<file path="src/rtl/serial_magnitude_comparator.sv">
// Digit-serial magnitude comparator.
// Operands are captured on a valid/ready handshake and scanned MSB-first, DIGIT bits
// per cycle, stopping at the first differing digit. Signed compares invert the sign
// bit of both operands at capture (offset binary), so the scan itself is always unsigned.
module serial_magnitude_comparator #(
    parameter int unsigned WIDTH = 16,
    parameter int unsigned DIGIT = 2,
    localparam int unsigned NDIG = WIDTH / DIGIT,
    localparam int unsigned CW   = $clog2(NDIG + 1)
) (
    input  logic             clk,
    input  logic             rst_n,
    input  logic             in_valid,
    output logic             in_ready,
    input  logic [WIDTH-1:0] a,
    input  logic [WIDTH-1:0] b,
    input  logic             signed_mode,
    output logic             out_valid,
    input  logic             out_ready,
    output logic             gt,
    output logic             eq,
    output logic             lt,
    output logic [CW-1:0]    cycles
);

    localparam logic [1:0] StIdle = 2'd0;
    localparam logic [1:0] StScan = 2'd1;
    localparam logic [1:0] StDone = 2'd2;

    logic [1:0]       state_q, state_d;
    logic [WIDTH-1:0] sh_a_q, sh_a_d;
    logic [WIDTH-1:0] sh_b_q, sh_b_d;
    logic [CW-1:0]    cnt_q, cnt_d;
    logic             gt_q, gt_d;
    logic             eq_q, eq_d;
    logic             lt_q, lt_d;
    logic [CW-1:0]    cycles_q, cycles_d;

    logic [DIGIT-1:0] dig_a;
    logic [DIGIT-1:0] dig_b;

    assign dig_a = sh_a_q[WIDTH-1 -: DIGIT];
    assign dig_b = sh_b_q[WIDTH-1 -: DIGIT];

    // Handshake outputs decode directly from state; in_ready is held low during reset.
    assign in_ready  = rst_n && (state_q == StIdle);
    assign out_valid = (state_q == StDone);
    assign gt        = gt_q;
    assign eq        = eq_q;
    assign lt        = lt_q;
    assign cycles    = cycles_q;

    // Next-state: capture, per-digit scan with early exit, result hold.
    always_comb begin
        state_d  = state_q;
        sh_a_d   = sh_a_q;
        sh_b_d   = sh_b_q;
        cnt_d    = cnt_q;
        gt_d     = gt_q;
        eq_d     = eq_q;
        lt_d     = lt_q;
        cycles_d = cycles_q;
        case (state_q)
            StIdle: begin
                if (in_valid) begin
                    sh_a_d = a;
                    sh_b_d = b;
                    // Offset-binary: flipping both sign bits makes unsigned order match signed.
                    if (signed_mode) begin
                        sh_a_d[WIDTH-1] = ~a[WIDTH-1];
                        sh_b_d[WIDTH-1] = ~b[WIDTH-1];
                    end
                    cnt_d   = '0;
                    state_d = StScan;
                end
            end
            StScan: begin
                if (dig_a > dig_b) begin
                    gt_d     = 1'b1;
                    eq_d     = 1'b0;
                    lt_d     = 1'b0;
                    cycles_d = cnt_q + CW'(1);
                    state_d  = StDone;
                end else if (dig_a < dig_b) begin
                    gt_d     = 1'b0;
                    eq_d     = 1'b0;
                    lt_d     = 1'b1;
                    cycles_d = cnt_q + CW'(1);
                    state_d  = StDone;
                end else if (cnt_q == CW'(NDIG - 1)) begin
                    gt_d     = 1'b0;
                    eq_d     = 1'b1;
                    lt_d     = 1'b0;
                    cycles_d = cnt_q + CW'(1);
                    state_d  = StDone;
                end else begin
                    sh_a_d = sh_a_q << DIGIT;
                    sh_b_d = sh_b_q << DIGIT;
                    cnt_d  = cnt_q + CW'(1);
                end
            end
            StDone: begin
                if (out_ready) begin
                    state_d = StIdle;
                end
            end
            default: begin
                state_d = StIdle;
            end
        endcase
    end

    // State registers; reset aborts any transaction in flight and clears the result.
    always_ff @(posedge clk or negedge rst_n) begin
        if (!rst_n) begin
            state_q  <= StIdle;
            sh_a_q   <= '0;
            sh_b_q   <= '0;
            cnt_q    <= '0;
            gt_q     <= 1'b0;
            eq_q     <= 1'b0;
            lt_q     <= 1'b0;
            cycles_q <= '0;
        end else begin
            state_q  <= state_d;
            sh_a_q   <= sh_a_d;
            sh_b_q   <= sh_b_d;
            cnt_q    <= cnt_d;
            gt_q     <= gt_d;
            eq_q     <= eq_d;
            lt_q     <= lt_d;
            cycles_q <= cycles_d;
        end
    end

endmodule

</file>
<file path="config.mk">
export PLATFORM = sky130hd
export DESIGN_NAME = serial_magnitude_comparator
export DESIGN_NICKNAME = d
export VERILOG_FILES = /design/src/rtl/serial_magnitude_comparator.sv
export SDC_FILE = /design/constraint.sdc
export NUM_CORES = 1
export LEC_CHECK = 0
export CAP_MARGIN = 20
export CORE_MARGIN = 2
export CORE_UTILIZATION = 50
export CTS_CLUSTER_DIAMETER = 100
export CTS_CLUSTER_SIZE = 20
export DETAILED_ROUTE_END_ITERATION = 10
export GPL_TIMING_DRIVEN = 0
export HOLD_SLACK_MARGIN = 0.05
export PLACE_DENSITY = 0.79
export SLEW_MARGIN = 20
export SYNTH_ARGS = -nofsm -noshare
export SYNTH_HDL_FRONTEND = slang
export SYNTH_SLANG_ARGS = --single-unit
</file>
<file path="constraint.sdc">
create_clock -name clk -period 1.85 [get_ports clk]
set_input_delay 0.37 -clock clk [delete_from_list [all_inputs] [get_ports clk]]
set_output_delay 0.37 -clock clk [all_outputs]
set_load 0.005 [all_outputs]
</file>
==> results of run 1 <==
-- layout make-up --
cell class	count	area (sq um)	area share
multi-input combinational	115	962	0.331
sequential	45	1130	0.388
clock buffer	7	86.3	0.0297
buffer	9	68.8	0.0237
tap	50	62.6	0.0215
inverter	11	41.3	0.0142
timing repair buffer	53	559	0.192
-- cells in the mapped netlist (3+ instances only) --
master and number:
buf_6 3, clkbuf_1 5, dfrtp_1 45, ha_1 3, inv_1 11, mux2i_1 5, nand2_1 15, nand2b_1 31
o21ai_0 7, o221a_1 26, xor2_1 3
-- flip-flops by register name (all words and copies together) (netlist names) --
register  flops
cnt_q         4
cycles        4
eq            1
gt            1
lt            1
sh_a_q       16
sh_b_q       16
state_q       2
-- layer usage --
metal,share of wire,track usage
met1,0.48,0.274
met2,0.46,0.291
met4,0.013,0.0654
met3,0.049,0.0596
met5,0,0
-- worst reg2reg max path: cells and delay by family, from the launching register on --
family	cells	cell delay, ns
compound gates	2	0.54
simple gates	1	0.22
fa+ha+maj	1	0.22
flops	1	0.43
buf+inv	2	0.33
-- worst paths after layout --
kind | cells after the start | endpoint | slack, ns | from
max in group asynchronous | 3 | sh_b_q[9] | 0.70 | rst_n
min | 2 | sh_a_q[3] | 0.1 | rst_n
max reg2reg | 6 | sh_a_q[6] | 0.04 | cnt_q[0]
max | 6 | sh_a_q[6] | 0.04 | cnt_q[0]
min reg2reg | 1 | eq | 0.50 | eq
min in group clk | 1 | eq | 0.50 | eq
-- logic make-up (layout without fill, tap and decap cells) --
logic type      count (synthesis)  after routing  synth area share
simple gates                   58             58             0.158
flops                          45             45             0.523
compound gates                 44             44             0.207
buf+inv                        21             80            0.0483
mux                             7              7            0.0337
fa+ha+maj                       3              3            0.0174
xor+xnor                        3              3            0.0122
-- stage by stage --
stage                util  hold slack (ns)
finish              0.717           0.0994
global route        0.717           0.0929
CTS                 0.699            0.106
detailed placement  0.661            0.302
global placement    0.657            0.474
floorplan               -           0.0744
-- power by group through the flow --
stage,clock network (mW),logic [mW],registers (mW)
3_3_place_gp,0,1.70,1.70
2_1_floorplan,0,1.24,1.64
5_1_grt,0.670,2.13,1.77
4_1_cts,0.619,1.80,1.70
6_report,0.600,1.93,1.72
3_5_place_dp,0,1.74,1.71
-- timing repair --
action / 4_1_cts / 5_1_grt
cloned: 1 / 1
setup endpoints to repair: 33 / 31
hold buffers: 2 / 0
hold endpoints to repair: 14 / 0
resized for setup: 5 / 24
buffers inserted: 0 / 3
pin swaps: 1 / 1
==> key figures, run 1 <==
Timing
  – Final Cycle Share: 0.977
  – Setup TNS: 0 ns
  – Rel. slew slack: 0.555
  – Final setup fails: 0
  – Slew @ Worst Pin: 0.665 ns
  – Fmax: roughly 550 MHz
  – Setup WS post-layout: 0.0417 ns
  – Final Slew Violations: 0
  – Final hold violations: 0
  – RSZ-0062 raised after global routing: yes
  – Period minus WS final: 1.81 ns
  – Worst Skew: 0.00696 ns

Floorplanning
  – Initial Util: 0.530
  – Die area: 4840 sq um
  – Row cnt: 23
  – IO Pins: 46
  – Die Y: 69.6 um
  – Horiz. Die Dim: 69.6 um
  – Core area: around 4100 sq um

Yosys
  – Yosys warnings: 0
  – Post-Syn Nets: approximately 220
  – Seq cells post-synth: 45
  – Predominant post-synthesis flop cell: dfrtp_1
  – Syn Inst Count: 181
  – Number of enable flip-flop cells after synthesis: 0
  – Sequential area share after synthesis: 0.523
  – Area leader, netlist: dfrtp_1
  – Synth cell types: 32
  – Ys async rst share: 1.00
  – Synth top area cells: dfrtp_1 (52%), o221a_1 (14%), nand2b_1 (9.0%)
  – Syn avg cell area: 11.9 sq um
  – Synthesized area: 2150 sq um
  – Post-synth top area share: 0.523

Critical path
  – Arr. time, crit path: 2.04 ns
  – Max stage delay on crit path: ~0.43 ns
  – Crit path max-delay cell type: dfrtp_1
  – Critical path required time: 2.08 ns
  – Critical Path Fanout Max: 10
  – Critical path class: register to register
  – Worst setup EP type: register
  – Worst path cell trace: ha_2 -> and3b_4 -> o41ai_4 -> buf_4 -> buf_6 -> o221a_1
  – Crit path buffers/inverters: 2
  – Startpoint Class: register
  – Top Family by Delay on Critical Path: compound AO/OA/AOI/OAI gates

Min path
  – Hold Path Class: primary input to async pin

Pwr
  – Switching pwr: 1.49 mW
  – P_int: 2.76 mW
  – Pwr Density: 1460 nW/um^2
  – Lkg Pwr: 1.23 nW
  – Power Total: 4.25 mW
  – Sw Share: 0.352
  – Peak supply drop: 0.647 mV
  – Clk pwr share: 0.141
  – Reg power frac: 0.405
  – Logic gate share of total power: 0.454

CTS
  – Clk_lat worst skew: ~0.3 ns
  – Max H-tree Level: 2
  – Longest Clk Path Bufs: 2
  – CTS sink cnt: 45
  – Clk pin slew, worst setup/hold paths: about 0.080 ns
  – CTS tree: yes
  – CTS Root Cell: clkbuf_8
  – Total CTS buffers: 5

Route
  – Total Wirelength: 4.46 mm
  – Routed wire length per instance: about 15 um
  – Via Count: 1552
  – Post-DRT Antenna Nets: 0
  – Drt drc: 0
  – Drt via density: 5.35
  – Initial DRT Pass Iterations: 4
  – Iter 0 DRT Violations: 58

Placed design
  – Placement-stage cell area: 2680 sq um
  – GP Congestion: 0.830
  – Placed cells: 277
  – PortBufs: 45
  – Place WS: -0.314 ns
  – Dpl hpwl: slightly above 3 mm

Cells and area
  – Post-route cell area: 2910 sq um
  – Fillers: 303
  – Area growth from synthesis to layout: 35.1%
  – Finished Layout Cells: 290
  – Ratio of cells with drive above 1 in the final layout: 0.146
  – Antenna cells: 0
  – Final nets: between 200 and 300
  – Most frequent cells in the layout: dfrtp_1 (44), clkdlybuf4s50_1 (42), nand2b_1 (30), o221a_1 (26), nand2_1 (14)
  – Most common cell after layout, fill and taps aside: dfrtp_1

Status
  – Outcome: completed

Global routing
  – First-pass GRT wire length: approximately 7.4 mm
  – Tot GR Track Use: 0.196
  – Vias in the first global route: 1525
  – Initial antenna violation count: 0
  – Largest net degree at the start of global routing: 17
  – Total gr overflow: 0

Run
  – Max-cap violations: 0
Note: power is estimated with default switching activity, not from simulation.
==> run 2: changes to the inputs <==
==> constraint.sdc (replaced) <==
create_clock -name clk -period 1.8 [get_ports clk]
set_input_delay 0.36 -clock clk [delete_from_list [all_inputs] [get_ports clk]]
set_output_delay 0.36 -clock clk [all_outputs]
set_load 0.005 [all_outputs]
==> key figures, run 2 (synthesis results as in run 1) <==
CTS
  – Total CTS buffers: 5 (unchanged)
  – CTS Root Cell: clkbuf_8 (unchanged)
  – CTS tree: yes (unchanged)
  – Longest Clk Path Bufs: 2 (unchanged)
  – Max H-tree Level: 2 (unchanged)
  – Clk_lat worst skew: 0.30 ns (about the same)
  – CTS sink cnt: 45 (unchanged)
  – Clk pin slew, worst setup/hold paths: 0.08 ns (about the same)

Timing
  – Worst Skew: 0.00716 ns (was 0.00696 ns)
  – Period minus WS final: 1.75 ns (was 1.81 ns)
  – Fmax: 573 MHz (was 553 MHz)
  – Final hold violations: 0 (unchanged)
  – Final Slew Violations: 0 (unchanged)
  – Slew @ Worst Pin: 0.671 ns (was 0.665 ns)
  – Final setup fails: 0 (unchanged)
  – Final Cycle Share: 0.970 (was 0.977)
  – Rel. slew slack: 0.551 (was 0.555)

Critical path
  – CP Depth: 7 (was 6)
  – Crit path max-delay cell type: dfrtp_1 (unchanged)
  – R2R depth: 7 (was 6)
  – Top Family by Delay on Critical Path: compound AO/OA/AOI/OAI gates (unchanged)
  – Max stage delay on crit path: 0.36 ns (was 0.43 ns)
  – Critical path class: register to register (unchanged)
  – Critical path required time: 2.04 ns (was 2.08 ns)
  – Crit path buffers/inverters: 3 (was 2)
  – Worst path cell trace: inv_1 -> ha_4 -> and2b_4 -> o41ai_4 -> buf_4 -> buf_8 -> o221a_1 (was ha_2 -> and3b_4 -> o41ai_4 -> buf_4 -> buf_6 -> o221a_1)
  – Arr. time, crit path: 1.98 ns (was 2.04 ns)
  – Critical Path Fanout Max: 10 (unchanged)
  – Startpoint Class: register (unchanged)
  – Worst setup EP type: register (unchanged)

Floorplanning
  – Die area: 4840 sq um (unchanged)
  – Die Y: 69.6 um (unchanged)
  – IO Pins: 46 (unchanged)
  – Initial Util: 0.530 (unchanged)
  – Horiz. Die Dim: 69.6 um (unchanged)
  – Core area: 4060 sq um (unchanged)
  – Row cnt: 23 (unchanged)

Global routing
  – Tot GR Track Use: 0.203 (was 0.196)
  – Initial antenna violation count: 0 (unchanged)
  – First-pass GRT wire length: 7.64 mm (was 7.38 mm)
  – Largest net degree at the start of global routing: 17 (unchanged)
  – Vias in the first global route: 1562 (was 1525)
  – Total gr overflow: 0 (unchanged)

Cells and area
  – Antenna cells: 0 (unchanged)
  – Final nets: 283 (was 280)
  – Regs by FF count: sh_a_q x16, sh_b_q x16 (unchanged)
  – Finished Layout Cells: 293 (was 290)
  – Area growth from synthesis to layout: 36.8% (was 35.1%)
  – Most frequent cells in the layout: dfrtp_1 (44), clkdlybuf4s50_1 (42), nand2b_1 (30), o221a_1 (26), nand2_1 (14) (unchanged)
  – Ratio of cells with drive above 1 in the final layout: 0.160 (was 0.146)
  – Most common cell after layout, fill and taps aside: dfrtp_1 (unchanged)

Placed design
  – PortBufs: 45 (unchanged)
  – Placed cells: 277 (unchanged)
  – Dpl hpwl: 3.07 mm (unchanged)
  – GP Congestion: 0.830 (unchanged)

Pwr
  – Power Total: 4.51 mW (was 4.25 mW)
  – Lkg Pwr: 1.23 nW (about the same)
  – Peak supply drop: 0.714 mV (was 0.647 mV)
  – Pwr Density: 1530 nW/um^2 (was 1460 nW/um^2)

Route
  – Post-DRT Antenna Nets: 0 (unchanged)
  – Total Wirelength: 4.59 mm (was 4.46 mm)
  – Routed wire length per instance: 15.7 um (was 15.4 um)
  – Via Count: 1574 (was 1552)
  – Iter 0 DRT Violations: 66 (was 58)
  – Drt drc: 0 (unchanged)
  – Drt via density: 5.37 (was 5.35)
  – Initial DRT Pass Iterations: 5 (was 4)

Min path
  – Hold Path Class: primary input to async pin (unchanged)

Run
  – Max-cap violations: 0 (unchanged)

Status
  – Outcome: completed (unchanged)
[run 2: repair_timing]
| action | in CTS | in global routing |
|---|---|---|
| hold endpoints to repair | 14 | 0 |
| setup endpoints to repair | 36 | 31 |
| hold buffers | 2 | 0 |
| buffers inserted | 3 | 3 |
| resized for setup | 14 | 10 |
| cloned | 2 | 0 |
| pin swaps | 1 | 1 |
[run 2: layer usage]
layer	wire, um	global-route usage
met1	2170	0.284
met2	2110	0.307
met3	246	0.0378
met4	62	0.0915
met5	0	0
[run 2: per-stage QoR]
| stage | hold WS [ns] | instance area [sq um] | TNS [ns] | util | worst slack (ns) |
|---|---|---|---|---|---|
| floorplan | 0.0644 | 2150 | 0 | - | 0.110 |
| global placement | 0.474 | 2670 | -49.39 | 0.657 | -1.67 |
| detailed placement | 0.292 | 2680 | -9.49 | 0.661 | -0.354 |
| CTS | 0.0960 | 2900 | 0 | 0.715 | 0.00580 |
| global route | 0.0889 | 2940 | -0.0621 | 0.726 | -0.0182 |
| finish | 0.0873 | 2940 | 0 | 0.726 | 0.0537 |
[run 2: final timing paths]
path | startpoint | end | slack [ns]
worst min register to register | eq | eq | 0.51
worst min-delay path | rst_n | sh_a_q[3] | 0.09
max in group asynchronous | rst_n | sh_b_q[9] | 0.65
min in group clk | eq | eq | 0.51
worst max register to register | sh_a_q[14] | sh_a_q[6] | 0.05
worst max-delay path | sh_a_q[14] | sh_a_q[6] | 0.05
[run 2: power breakdown]
group	internal (mW)	switching, mW
combinational	1.14	0.970
clock	0.305	0.323
sequential	1.47	0.303
total	2.92	1.60
[run 2: worst register-to-register path, delay by kind of cell, from the launching register on]
| family | cells | cell delay [ns] |
|---|---|---|
| AOI/OAI and AO/OA | 2 | 0.53 |
| adders and majority gates | 1 | 0.17 |
| and+or+nand+nor | 1 | 0.19 |
| DFF | 1 | 0.36 |
| buffers and inverters | 3 | 0.43 |
[run 2: cell type report]
class / instances / area, sq um
buffer: 9 / 68.8
timing repair buffer: 56 / 578
fill: 297 / 1110
tap: 50 / 62.6
sequential: 45 / 1130
clock buffer: 7 / 86.3
inverter: 11 / 41.3
multi-input combinational: 115 / 980
==> run 3: changes to the inputs <==
--- a/config.mk
+++ b/config.mk
@@ -14,6 +14,7 @@
 export GPL_TIMING_DRIVEN = 0
 export HOLD_SLACK_MARGIN = 0.05
 export PLACE_DENSITY = 0.79
+export REMOVE_ABC_BUFFERS = 1
 export SLEW_MARGIN = 20
 export SYNTH_ARGS = -nofsm -noshare
 export SYNTH_HDL_FRONTEND = slang
==> key figures, run 3 (synthesis results as in run 1) <==
Status
  – Outcome: completed (unchanged)

Timing
  – Final Slew Violations: 0 (unchanged)
  – Setup WS post-layout: 0.00375 ns (was 0.0537 ns)
  – Final hold violations: 0 (unchanged)
  – Rel. slew slack: 0.416 (was 0.551)
  – Fmax: 557 MHz (was 573 MHz)
  – Worst Hold Margin: 0.511 ns (was 0.0873 ns)
  – Slew @ Worst Pin: 0.872 ns (was 0.671 ns)
  – Period minus WS final: 1.80 ns (was 1.75 ns)
  – Final setup fails: 0 (unchanged)
  – RSZ-0062 raised after global routing: yes
  – Final Cycle Share: 0.998 (was 0.970)
  – Worst Skew: 0.00477 ns (was 0.00716 ns)

Placed design
  – Dpl hpwl: 3.47 mm (was 3.07 mm)
  – Placed cells: 272 (was 277)
  – GP Congestion: 0.784 (was 0.830)
  – Place WS: -0.417 ns (was -0.354 ns)
  – PortBufs: 45 (unchanged)

Global routing
  – Vias in the first global route: 1763 (was 1562)
  – GRT Max-Usage Layer: met2 (unchanged)
  – Tot GR Track Use: 0.217 (was 0.203)
  – Met2 Use GR: 0.360 (was 0.307)
  – Met1 usage: 0.273 (was 0.284)
  – Total gr overflow: 0 (unchanged)
  – First-pass GRT wire length: 8.23 mm (was 7.64 mm)
  – Initial antenna violation count: 0 (unchanged)
  – Largest net degree at the start of global routing: 27 (was 17)
  – Met3 Usage GRT: 0.0552 (was 0.0378)

Min path
  – Hold Path Class: register to register (was primary input to async pin)

CTS
  – Clk pin slew, worst setup/hold paths: 0.08 ns (about the same)
  – CTS Root Cell: clkbuf_8 (unchanged)
  – Max H-tree Level: 2 (unchanged)
  – Clk_lat worst skew: 0.30 ns (about the same)
  – CTS tree: yes (unchanged)
  – CTS sink cnt: 45 (unchanged)
  – Longest Clk Path Bufs: 2 (unchanged)
  – Total CTS buffers: 5 (unchanged)

Route
  – Iter 0 DRT Violations: 114 (was 66)
  – Post-DRT Antenna Nets: 0 (unchanged)
  – Routed wire length per instance: 17.8 um (was 15.7 um)
  – Drt drc: 0 (unchanged)
  – Drt via density: 5.76 (was 5.37)
  – Initial DRT Pass Iterations: 4 (was 5)
  – Total Wirelength: 5.19 mm (was 4.59 mm)
  – Via Count: 1676 (was 1574)

Critical path
  – Worst path cell trace: inv_2 -> ha_4 -> and2b_4 -> o41ai_4 -> buf_6 -> buf_8 -> o221a_1 (was inv_1 -> ha_4 -> and2b_4 -> o41ai_4 -> buf_4 -> buf_8 -> o221a_1)
  – Arr. time, crit path: 2.02 ns (was 1.98 ns)
  – Critical Path Fanout Max: 6 (was 10)
  – Startpoint Class: register (unchanged)
  – Critical path required time: 2.03 ns (was 2.04 ns)
  – Max stage delay on crit path: 0.40 ns (was 0.36 ns)
  – Crit path max-delay cell type: o41ai_4 (was dfrtp_1)
  – Critical path class: register to register (unchanged)
  – Worst setup EP type: register (unchanged)

Floorplanning
  – IO Pins: 46 (unchanged)
  – Core area: 4060 sq um (unchanged)
  – Initial Util: 0.530 (unchanged)
  – Die area: 4840 sq um (unchanged)
  – Horiz. Die Dim: 69.6 um (unchanged)
  – Row cnt: 23 (unchanged)
  – Die Y: 69.6 um (unchanged)

Pwr
  – Lkg Pwr: 1.22 nW (was 1.23 nW)
  – Peak supply drop: 0.706 mV (was 0.714 mV)
  – Pwr Density: 1550 nW/um^2 (was 1530 nW/um^2)

Cells and area
  – Ratio of cells with drive above 1 in the final layout: 0.174 (was 0.160)
  – Regs by FF count: sh_a_q x16, sh_b_q x16 (unchanged)
  – Most frequent cells in the layout: dfrtp_1 (44), clkdlybuf4s50_1 (42), nand2b_1 (30), o221a_1 (26), nand2_1 (14) (unchanged)
  – Most common cell after layout, fill and taps aside: dfrtp_1 (unchanged)
  – Finished Layout Cells: 291 (was 293)
  – Final nets: 282 (was 283)
  – Final core utilization: 0.722 (was 0.726)
  – Antenna cells: 0 (unchanged)
  – Fillers: 258 (was 297)
  – Area growth from synthesis to layout: 36.2% (was 36.8%)

Run
  – Max-cap violations: 0 (unchanged)
==> run 3: cell count changes in the layout (fill, tap and decap cells not counted), moves of 3 or more <==
| cell | previous run | this run |
|---|---|---|
| buf_2 | 3 | 0 |
| buf_4 | 7 | 10 |
| buf_6 | 2 | 5 |
| clkbuf_1 | 3 | 0 |
==> run 3: path summary, 6_finish.rpt <==
check                                start          to  slack (ns)  cells after the start
worst max-delay path            sh_b_q[15]  sh_a_q[11]       0.004                      7
max in group asynchronous            rst_n  state_q[0]        0.48                      2
worst min register to register          eq          eq        0.51                      1
worst min-delay path                    eq          eq        0.51                      1
min in group asynchronous            rst_n          lt        0.58                      3
worst max register to register  sh_b_q[15]  sh_a_q[11]       0.004                      7
==> run 3: what timing repair did <==
action | in CTS | in global routing
hold buffers | 2 | 0
endpoints found under the hold margin | 19 | 0
pin swaps | 3 | 8
cloned | 1 | 1
resized for setup | 12 | 9
buffers inserted | 7 | 3
setup endpoints to repair | 39 | 35
==> run 3: area by class of cell <==
type                            instances  area (sq um)  share of cell area
Clock buffer                            5          68.8              0.0235
Clock inverter                          1          5.00             0.00171
Inverter                               11          41.3              0.0141
Multi-Input combinational cell        115           977               0.333
Sequential cell                        45          1130               0.385
Tap cell                               50          62.6              0.0213
Timing Repair Buffer                   64           649               0.222
==> run 3: report_power, final <==
group	internal [mW]	leakage [nW]	switching, mW
logic	1.18	0.654	1.00
clock network	0.256	0.0399	0.320
registers	1.47	0.525	0.326
==> run 3: worst max-delay path, delay by kind of cell, from the launching register on <==
kind                     cells  cell delay (ns)
flip-flops                   1             0.38
adder cells (fa/ha/maj)      1             0.14
AND/OR/NAND/NOR              1             0.21
AO/OA/AOI/OAI                2             0.61
buffers and inverters        3             0.39
==> run 3: routing by layer <==
metal	vias up	wire length (um)
li1	781	-
met1	815	2150
met2	65	2630
met3	15	285
met4	0	125
met5	-	0
==> run 3: metrics by stage <==
step / power [mW] / setup TNS, ns / area [sq um]
6_report: 4.55 / 0 / 2930
5_1_grt: 4.84 / -0.534 / 2930
4_1_cts: 4.31 / 0 / 2860
3_5_place_dp: 3.55 / -11.65 / 2670
3_3_place_gp: 3.35 / -105.34 / 2600
2_1_floorplan: 2.86 / -25.92 / 2090
